### src/rtl/msync_cmd_decoder.sv
// msync_cmd_decoder
// Decodes the multi-board sync line from the master board into single-cycle
// command pulses for the msync acquisition-enable state machine. The master
// sends one high pulse per command: a short pulse means start, a long pulse
// means stop, and any other width is reported as a framing error.
//
// Ports:
//   clk         system clock
//   reset       synchronous, active-high reset
//   sync_in     asynchronous sync line from the master board
//   decode_en   decoder enable; low discards any pulse in progress
//   start_daq   one-cycle pulse: valid start pulse decoded
//   stop_daq    one-cycle pulse: valid stop pulse decoded
//   cmd_err     one-cycle pulse: out-of-range or overlong pulse
//   last_width  width of the most recently classified pulse
//   busy        high while a pulse is measured, awaited low, or in holdoff
module msync_cmd_decoder #(
    parameter int CNT_W     = 16,
    parameter int START_MIN = 8,
    parameter int START_MAX = 15,
    parameter int STOP_MIN  = 24,
    parameter int STOP_MAX  = 31,
    parameter int HOLDOFF   = 16
) (
    input  logic             clk,
    input  logic             reset,
    input  logic             sync_in,
    input  logic             decode_en,
    output logic             start_daq,
    output logic             stop_daq,
    output logic             cmd_err,
    output logic [CNT_W-1:0] last_width,
    output logic             busy
);

    typedef enum logic [2:0] {
        ST_ARM,
        ST_IDLE,
        ST_HIGH,
        ST_WAIT_LOW,
        ST_HOLDOFF
    } state_t;

    localparam int HOLD_W = (HOLDOFF > 1) ? $clog2(HOLDOFF) : 1;

    localparam logic [CNT_W-1:0]  CNT_MAX   = '1;
    localparam logic [CNT_W-1:0]  START_LO  = CNT_W'(START_MIN);
    localparam logic [CNT_W-1:0]  START_HI  = CNT_W'(START_MAX);
    localparam logic [CNT_W-1:0]  STOP_LO   = CNT_W'(STOP_MIN);
    localparam logic [CNT_W-1:0]  STOP_HI   = CNT_W'(STOP_MAX);
    localparam logic [HOLD_W-1:0] HOLD_LAST = HOLD_W'((HOLDOFF > 0) ? HOLDOFF - 1 : 0);

    state_t            state_q;
    logic              s1_q;
    logic              s2_q;
    logic [1:0]        fill_q;
    logic [CNT_W-1:0]  cnt_q;
    logic [CNT_W-1:0]  last_q;
    logic [HOLD_W-1:0] hcnt_q;
    logic              start_q;
    logic              stop_q;
    logic              err_q;
    logic              busy_q;

    logic in_start;
    logic in_stop;
    logic sync_valid;

    assign in_start = (cnt_q >= START_LO) && (cnt_q <= START_HI);
    assign in_stop  = (cnt_q >= STOP_LO)  && (cnt_q <= STOP_HI);

    // s2 holds its reset value until two samples of sync_in have passed
    // through the chain; ARM must not trust it before then, otherwise a
    // line already high at reset release would look like a fresh edge.
    assign sync_valid = fill_q[1];

    always_ff @(posedge clk) begin
        if (reset) begin
            state_q <= ST_ARM;
            s1_q    <= 1'b0;
            s2_q    <= 1'b0;
            fill_q  <= '0;
            cnt_q   <= '0;
            last_q  <= '0;
            hcnt_q  <= '0;
            start_q <= 1'b0;
            stop_q  <= 1'b0;
            err_q   <= 1'b0;
            busy_q  <= 1'b0;
        end else begin
            s1_q <= sync_in;
            s2_q <= s1_q;
            if (!fill_q[1]) begin
                fill_q <= fill_q + 2'd1;
            end

            start_q <= 1'b0;
            stop_q  <= 1'b0;
            err_q   <= 1'b0;

            if (!decode_en) begin
                state_q <= ST_ARM;
                cnt_q   <= '0;
                hcnt_q  <= '0;
                busy_q  <= 1'b0;
            end else begin
                case (state_q)
                    ST_ARM: begin
                        busy_q <= 1'b0;
                        if (sync_valid && !s2_q) begin
                            state_q <= ST_IDLE;
                        end
                    end

                    ST_IDLE: begin
                        if (s2_q) begin
                            state_q <= ST_HIGH;
                            cnt_q   <= CNT_W'(1);
                            busy_q  <= 1'b1;
                        end
                    end

                    ST_HIGH: begin
                        if (s2_q) begin
                            if (cnt_q == CNT_MAX) begin
                                // Overlong pulse: report once, then ride out the rest.
                                err_q   <= 1'b1;
                                last_q  <= CNT_MAX;
                                state_q <= ST_WAIT_LOW;
                            end else begin
                                cnt_q <= cnt_q + CNT_W'(1);
                            end
                        end else begin
                            last_q  <= cnt_q;
                            start_q <= in_start;
                            stop_q  <= in_stop;
                            err_q   <= !in_start && !in_stop;
                            if (HOLDOFF == 0) begin
                                state_q <= ST_ARM;
                                busy_q  <= 1'b0;
                            end else begin
                                state_q <= ST_HOLDOFF;
                                hcnt_q  <= '0;
                            end
                        end
                    end

                    ST_WAIT_LOW: begin
                        if (!s2_q) begin
                            if (HOLDOFF == 0) begin
                                state_q <= ST_ARM;
                                busy_q  <= 1'b0;
                            end else begin
                                state_q <= ST_HOLDOFF;
                                hcnt_q  <= '0;
                            end
                        end
                    end

                    ST_HOLDOFF: begin
                        if (hcnt_q == HOLD_LAST) begin
                            state_q <= ST_ARM;
                            hcnt_q  <= '0;
                            busy_q  <= 1'b0;
                        end else begin
                            hcnt_q <= hcnt_q + HOLD_W'(1);
                        end
                    end

                    default: begin
                        state_q <= ST_ARM;
                        busy_q  <= 1'b0;
                    end
                endcase
            end
        end
    end

    assign start_daq  = start_q;
    assign stop_daq   = stop_q;
    assign cmd_err    = err_q;
    assign last_width = last_q;
    assign busy       = busy_q;

endmodule

### config.mk
export PLATFORM = sky130hd
export DESIGN_NAME = msync_cmd_decoder
export DESIGN_NICKNAME = d
export VERILOG_FILES = /design/src/rtl/msync_cmd_decoder.sv
export SDC_FILE = /design/constraint.sdc
export NUM_CORES = 1
export LEC_CHECK = 0
export ABC_AREA = 1
export CAP_MARGIN = 40
export CORE_MARGIN = 2
export CORE_UTILIZATION = 50
export CTS_CLUSTER_SIZE = 12
export DETAILED_ROUTE_END_ITERATION = 12
export GPL_TIMING_DRIVEN = 0
export PLACE_DENSITY = 0.73
export SYNTH_ARGS = -nofsm -noshare
export SYNTH_HDL_FRONTEND = slang
export SYNTH_SLANG_ARGS = --single-unit
### constraint.sdc
create_clock -name clk -period 2.59 [get_ports clk]
set_input_delay 0.518 -clock clk [delete_from_list [all_inputs] [get_ports clk]]
set_output_delay 0.518 -clock clk [all_outputs]
set_load 0.005 [all_outputs]
==> Word level (Yosys, flattened, before mapping) <==
Index checks and enable logic that the tools add are counted.
{ "word_totals": {"word_cells": 78, "out_inout_bits": 20, "inputBits": 4, "regBits": 47} }
{ "op_classes": {"magnitude_cmp": 4, "bitwise": 3, "n_reduce_logical": 19, "n_mux": 22, "add_sub_neg": 3, "eq_ne": 15} }
{ "op_table": {"columns": ["operator", "n"], "rows": [
  ["16-bit 2-to-1 mux", 5],
  ["16-bit case mux with 2 select lines", 1],
  ["3-bit 2-to-1 mux", 6],
  ["16-bit by 1-bit adder with 16-bit output, second input constant", 1],
  ["16-bit == test, second input constant", 1],
  ["16-bit by 4-bit >= comparator with 1-bit output, second input constant", 1],
  ["16-bit by 5-bit >= comparator with 1-bit output, second input constant", 1],
  ["16-bit by 4-bit less-or-equal comparator with 1-bit output, second input constant", 1],
  ["16-bit by 5-bit less-or-equal comparator with 1-bit output, second input constant", 1],
  ["3-bit case mux with 5 select lines", 1],
  ["2-bit inequality test, second input constant", 7],
  ["4-bit 2-to-1 mux", 2],
  ["4-bit case mux with 2 select lines", 1],
  ["3-bit by 2-bit == test with 1-bit output, second input constant", 2],
  ["3-bit AND reduction", 2],
  ["5-bit AND reduction", 1],
  ["4-bit by 1-bit adder with 4-bit output, second input constant", 1],
  ["4-bit == test, second input constant", 1],
  ["1-bit logical AND", 4],
  ["1-bit 2-to-1 mux", 4],
  ["4-bit AND reduction", 1],
  ["2-bit nonzero test", 2],
  ["2-bit OR reduction", 2],
  ["4-bit OR reduction", 1],
  ["other kinds (12)", 16]
]} }

==> Depth between registers and ports, before layout <==
{ "depth": {"depth_word": 5, "ltp_mapped": 11, "mapped_depth_nobuf": 11} }

==> Worst setup path after synthesis <==
No wires, ideal clock.
{ "synth_timing": {"kind": "reg-to-reg", "from": "reg cnt_q[1]", "to": "reg cnt_q[14]", "n_path_buf": 1, "synth_period_minus_slack_ps": 1506, "required_time_ps": 2464, "path_stages_with_launch": 10, "path_slack_ps": 1084, "t_arrival_ps": 1381, "setup_time_ps": 126, "cell_sequence": "dfxtp_1 ha_1 nand3_1 nor2_2 nand3_4 nand2_4 buf_6 nor2_2 nor2_1 nor2_2"} }
{ "synth_via": {"elab_chain_cells": 4, "elab_cells_between_ends": 7, "cone_classes": "add/sub (1); eq/ne (2); mux (3); reduce/logical (1)"} }
{ "synth_lines": {"columns": ["element", "line_no", "text"], "rows": [
  ["from (decl)", "57", "logic [CNT_W-1:0] cnt_q;"],
  ["from (signal assigned)", "131", "cnt_q <= cnt_q + CNT_W'(1);"],
  ["16-bit by 1-bit adder with 16-bit output", "131", null],
  ["16-bit 2-to-1 mux", "125", "if (cnt_q == CNT_MAX) begin"],
  ["16-bit 2-to-1 mux", "124", "if (s2_q) begin"],
  ["16-bit case mux with 2 select lines", "107", "case (state_q)"]
]} }
Several ways; a longest one is shown, not always the timed one. The select of a mux whose other input is x is not followed.
A chain may end at the register's enable or synchronous reset.

==> Worst setup path in the final report <==
{ "layout_timing": {"from": "in reset", "to": "reg cnt_q[13]"} }
{ "layout_via": {"elab_chain_cells": 1} }
{ "layout_lines": {"columns": ["element", "line_no", "text"], "rows": [
  ["from (decl)", "26", "input logic reset,"],
  ["2-bit OR reduction (no line)", null, null]
]} }
Every way passes these cells.

==> flow_summary.toml <==
[status]
outcome = "completed"

[drt]
vias_per_cell = 5.19
wl_per_cell_um = 11.7
ant_nets = 0
vias = 2267
drtPass1Iterations = 5
drt-total-wl_um = 5090
drc_errors = 0
drtIter0Drc = 142

[flow_run]
cap_violations = 0

[power_and_ir_drop]
p_sw_share_pct = 21.7
p_leak_nw = 1.12
p_int_uw = 990
total_power_mw = 1.26
powerDensity_mw_per_mm2 = 454
power.share.clock_pct = 37.3
combinationalPowerShare_pct = 4.6
p_sw_uw = 274
ir_worst_vdd_uv = 280
p_seq_share_pct = 58.0

[finish]
final.fill_count = 431
area_growth_pct = 16.2
diodes = 0
num-nets-final = 389
drive_above_1_share_pct = 7.57
final_cell_mix = "81 x nand2_1, 58 x inv_1, 47 x dfxtp_1"
final_common_cell = "nand2_1"

[placed_design]
dp_hpwl_um = 3960
place.gp.congestion = 0.885
portBuffers = 22

[timing]
maxSlewViolCount = 0
final-hold-violation-count = 0
period_share_pct = 75.3
fin_crit_ps = 1950
rsz0062_at_grt = "no"
hold_ws_ps = 408
worstMarginPinSlew_ps = 515
max-slew-margin-rel_pct = 65.7
fin_worst_skew_ps = 5.56
setup_viol = 0
tns_ps = 0
max_freq_mhz = 513

[clock_network]
clock-sinks = 47
cts.clk_slew.worst_paths_ps = 80
worstSkewPairLatency_ps = 300
holdBufCountCts = 0
clock_path_buffers = 2
cts_buffers = 5
post_cts_buffers = 0
cts_root_buf = "clkbuf_8"
h-tree-depth = 2
cts_resized = 0
cts_tree = "built"

[yosys]
synth_nets = 360
synth_warnings = 0
synth.yosys.seq_area_share_pct = 39.2
yosysUniqueCellTypes = 27
syn_area_sq_mm = 0.00240
synth_seq_cells = 47
postSynthCellCount = 353
syn_area_per_cell_sq_um = 6.79

[die]
core_sq_mm = 0.00466
die_width_um = 73.3
die_area_sq_mm = 0.00537
pin_count = 24
initial_utilization_pct = 51.5
fp.dieH_um = 73.3
rows = 25

[grt]
antenna_found_initial = 0
grt-ovfl-total = 0
grt_usage_pct = 20.2
grt_pass1_vias = 1990
grt_max_degree = 14
grt_pass1_wl_um = 8490

[critical_path]
crit_type = "input pin to flip-flop"
cp_max_fo = 10
crit_arrival_ps = 2120
cp-end-kind = "flip-flop"
cp_data_required_time_ps = 2760
critPathLaunchType = "input pin"
r2r_slack_ps = 810

[hold_path]
hold_path_class = "flip-flop to flip-flop"
-- critical path: stages --
cell	delay [ps]
clkdlybuf4s50_1	570
clkinv_1	240
nand2_1	250
clkbuf_1	440
nor2_1	100
-- cell families after synthesis --
group                      count (synthesis)  synth area share (%)
and+or+nand+nor                          189                  37.6
xor gates and xnor gates                   2                 0.730
DFF                                       47                  39.2
AOI/OAI and AO/OA                         41                  9.02
adders and majority gates                  3                  1.57
buffers and inverters                     71                  11.9
-- per-layer routing --
metal	GRT usage, %	wire (um)	vias to the layer above	share of wire, %
li1	-	-	1184	-
met1	26.1	2330	1007	46
met2	32.7	2420	65	47
met3	3.29	244	11	4.8
met4	9.67	106	0	2.1
met5	0	0	-	0
-- registers in the layout, summed over array words and instances (netlist names) --
signal      count
hcnt_q          4
state_q         3
s2_q            1
last_width     16
busy            1
fill_q          2
stop_daq        1
cmd_err         1
cnt_q          16
s1_q            1
start_daq       1
-- layout make-up --
cell class / count / area (sq um) / share of cell area, %
inverters: 61 / 229 / 8.22
well taps: 54 / 67.6 / 2.42
repair buffers: 22 / 220 / 7.90
plain buffers: 10 / 56.3 / 2.02
multi-input cells: 235 / 1170 / 42.1
flip-flops and latches: 47 / 941 / 33.8
clock buffers: 8 / 100 / 3.59
-- through the flow --
stage	setup slack [ps]	cells	cell area, sq um	utilization (%)
2_1_floorplan	1080	353	2400	-
3_5_place_dp	317	429	2690	57.6
3_3_place_gp	335	429	2690	57.6
5_1_grt	446	437	2790	59.8
6_report	641	437	2790	59.8
4_1_cts	631	437	2790	59.8
-- worst paths after layout --
check / from / endpoint / cells after the start
worst max-delay path: reset / cnt_q[13] / 5
worst min-delay path: s1_q / s2_q / 2
worst max register to register: cnt_q[1] / cnt_q[14] / 9
worst min register to register: s1_q / s2_q / 2
-- Yosys cell counts (all sizes together) --
master,count,area (sq um)
inv,60,225
and3,1,6.26
clkbuf,3,11.3
a211oi,2,15.0
o21ai,6,30.0
ha,3,37.5
nor3,9,56.3
nand4,25,156
clkinv,1,3.75
xor2,2,17.5
a21oi,32,164
dfxtp,47,941
o21bai,1,7.51
nand3,22,123
nor2,43,185
nand2,89,374
buf,7,45.0
-- power groups by stage --
stage | Combinational [mW] | Clock [mW] | Sequential [mW]
detailed placement | 0.0583 | 0 | 0.751
finish | 0.0588 | 0.472 | 0.734
global placement | 0.0577 | 0 | 0.751
CTS | 0.0584 | 0.488 | 0.734
floorplan | 0.0432 | 0 | 0.750
global route | 0.0682 | 0.516 | 0.735
No activity file was read; power rests on OpenSTA's default activity.
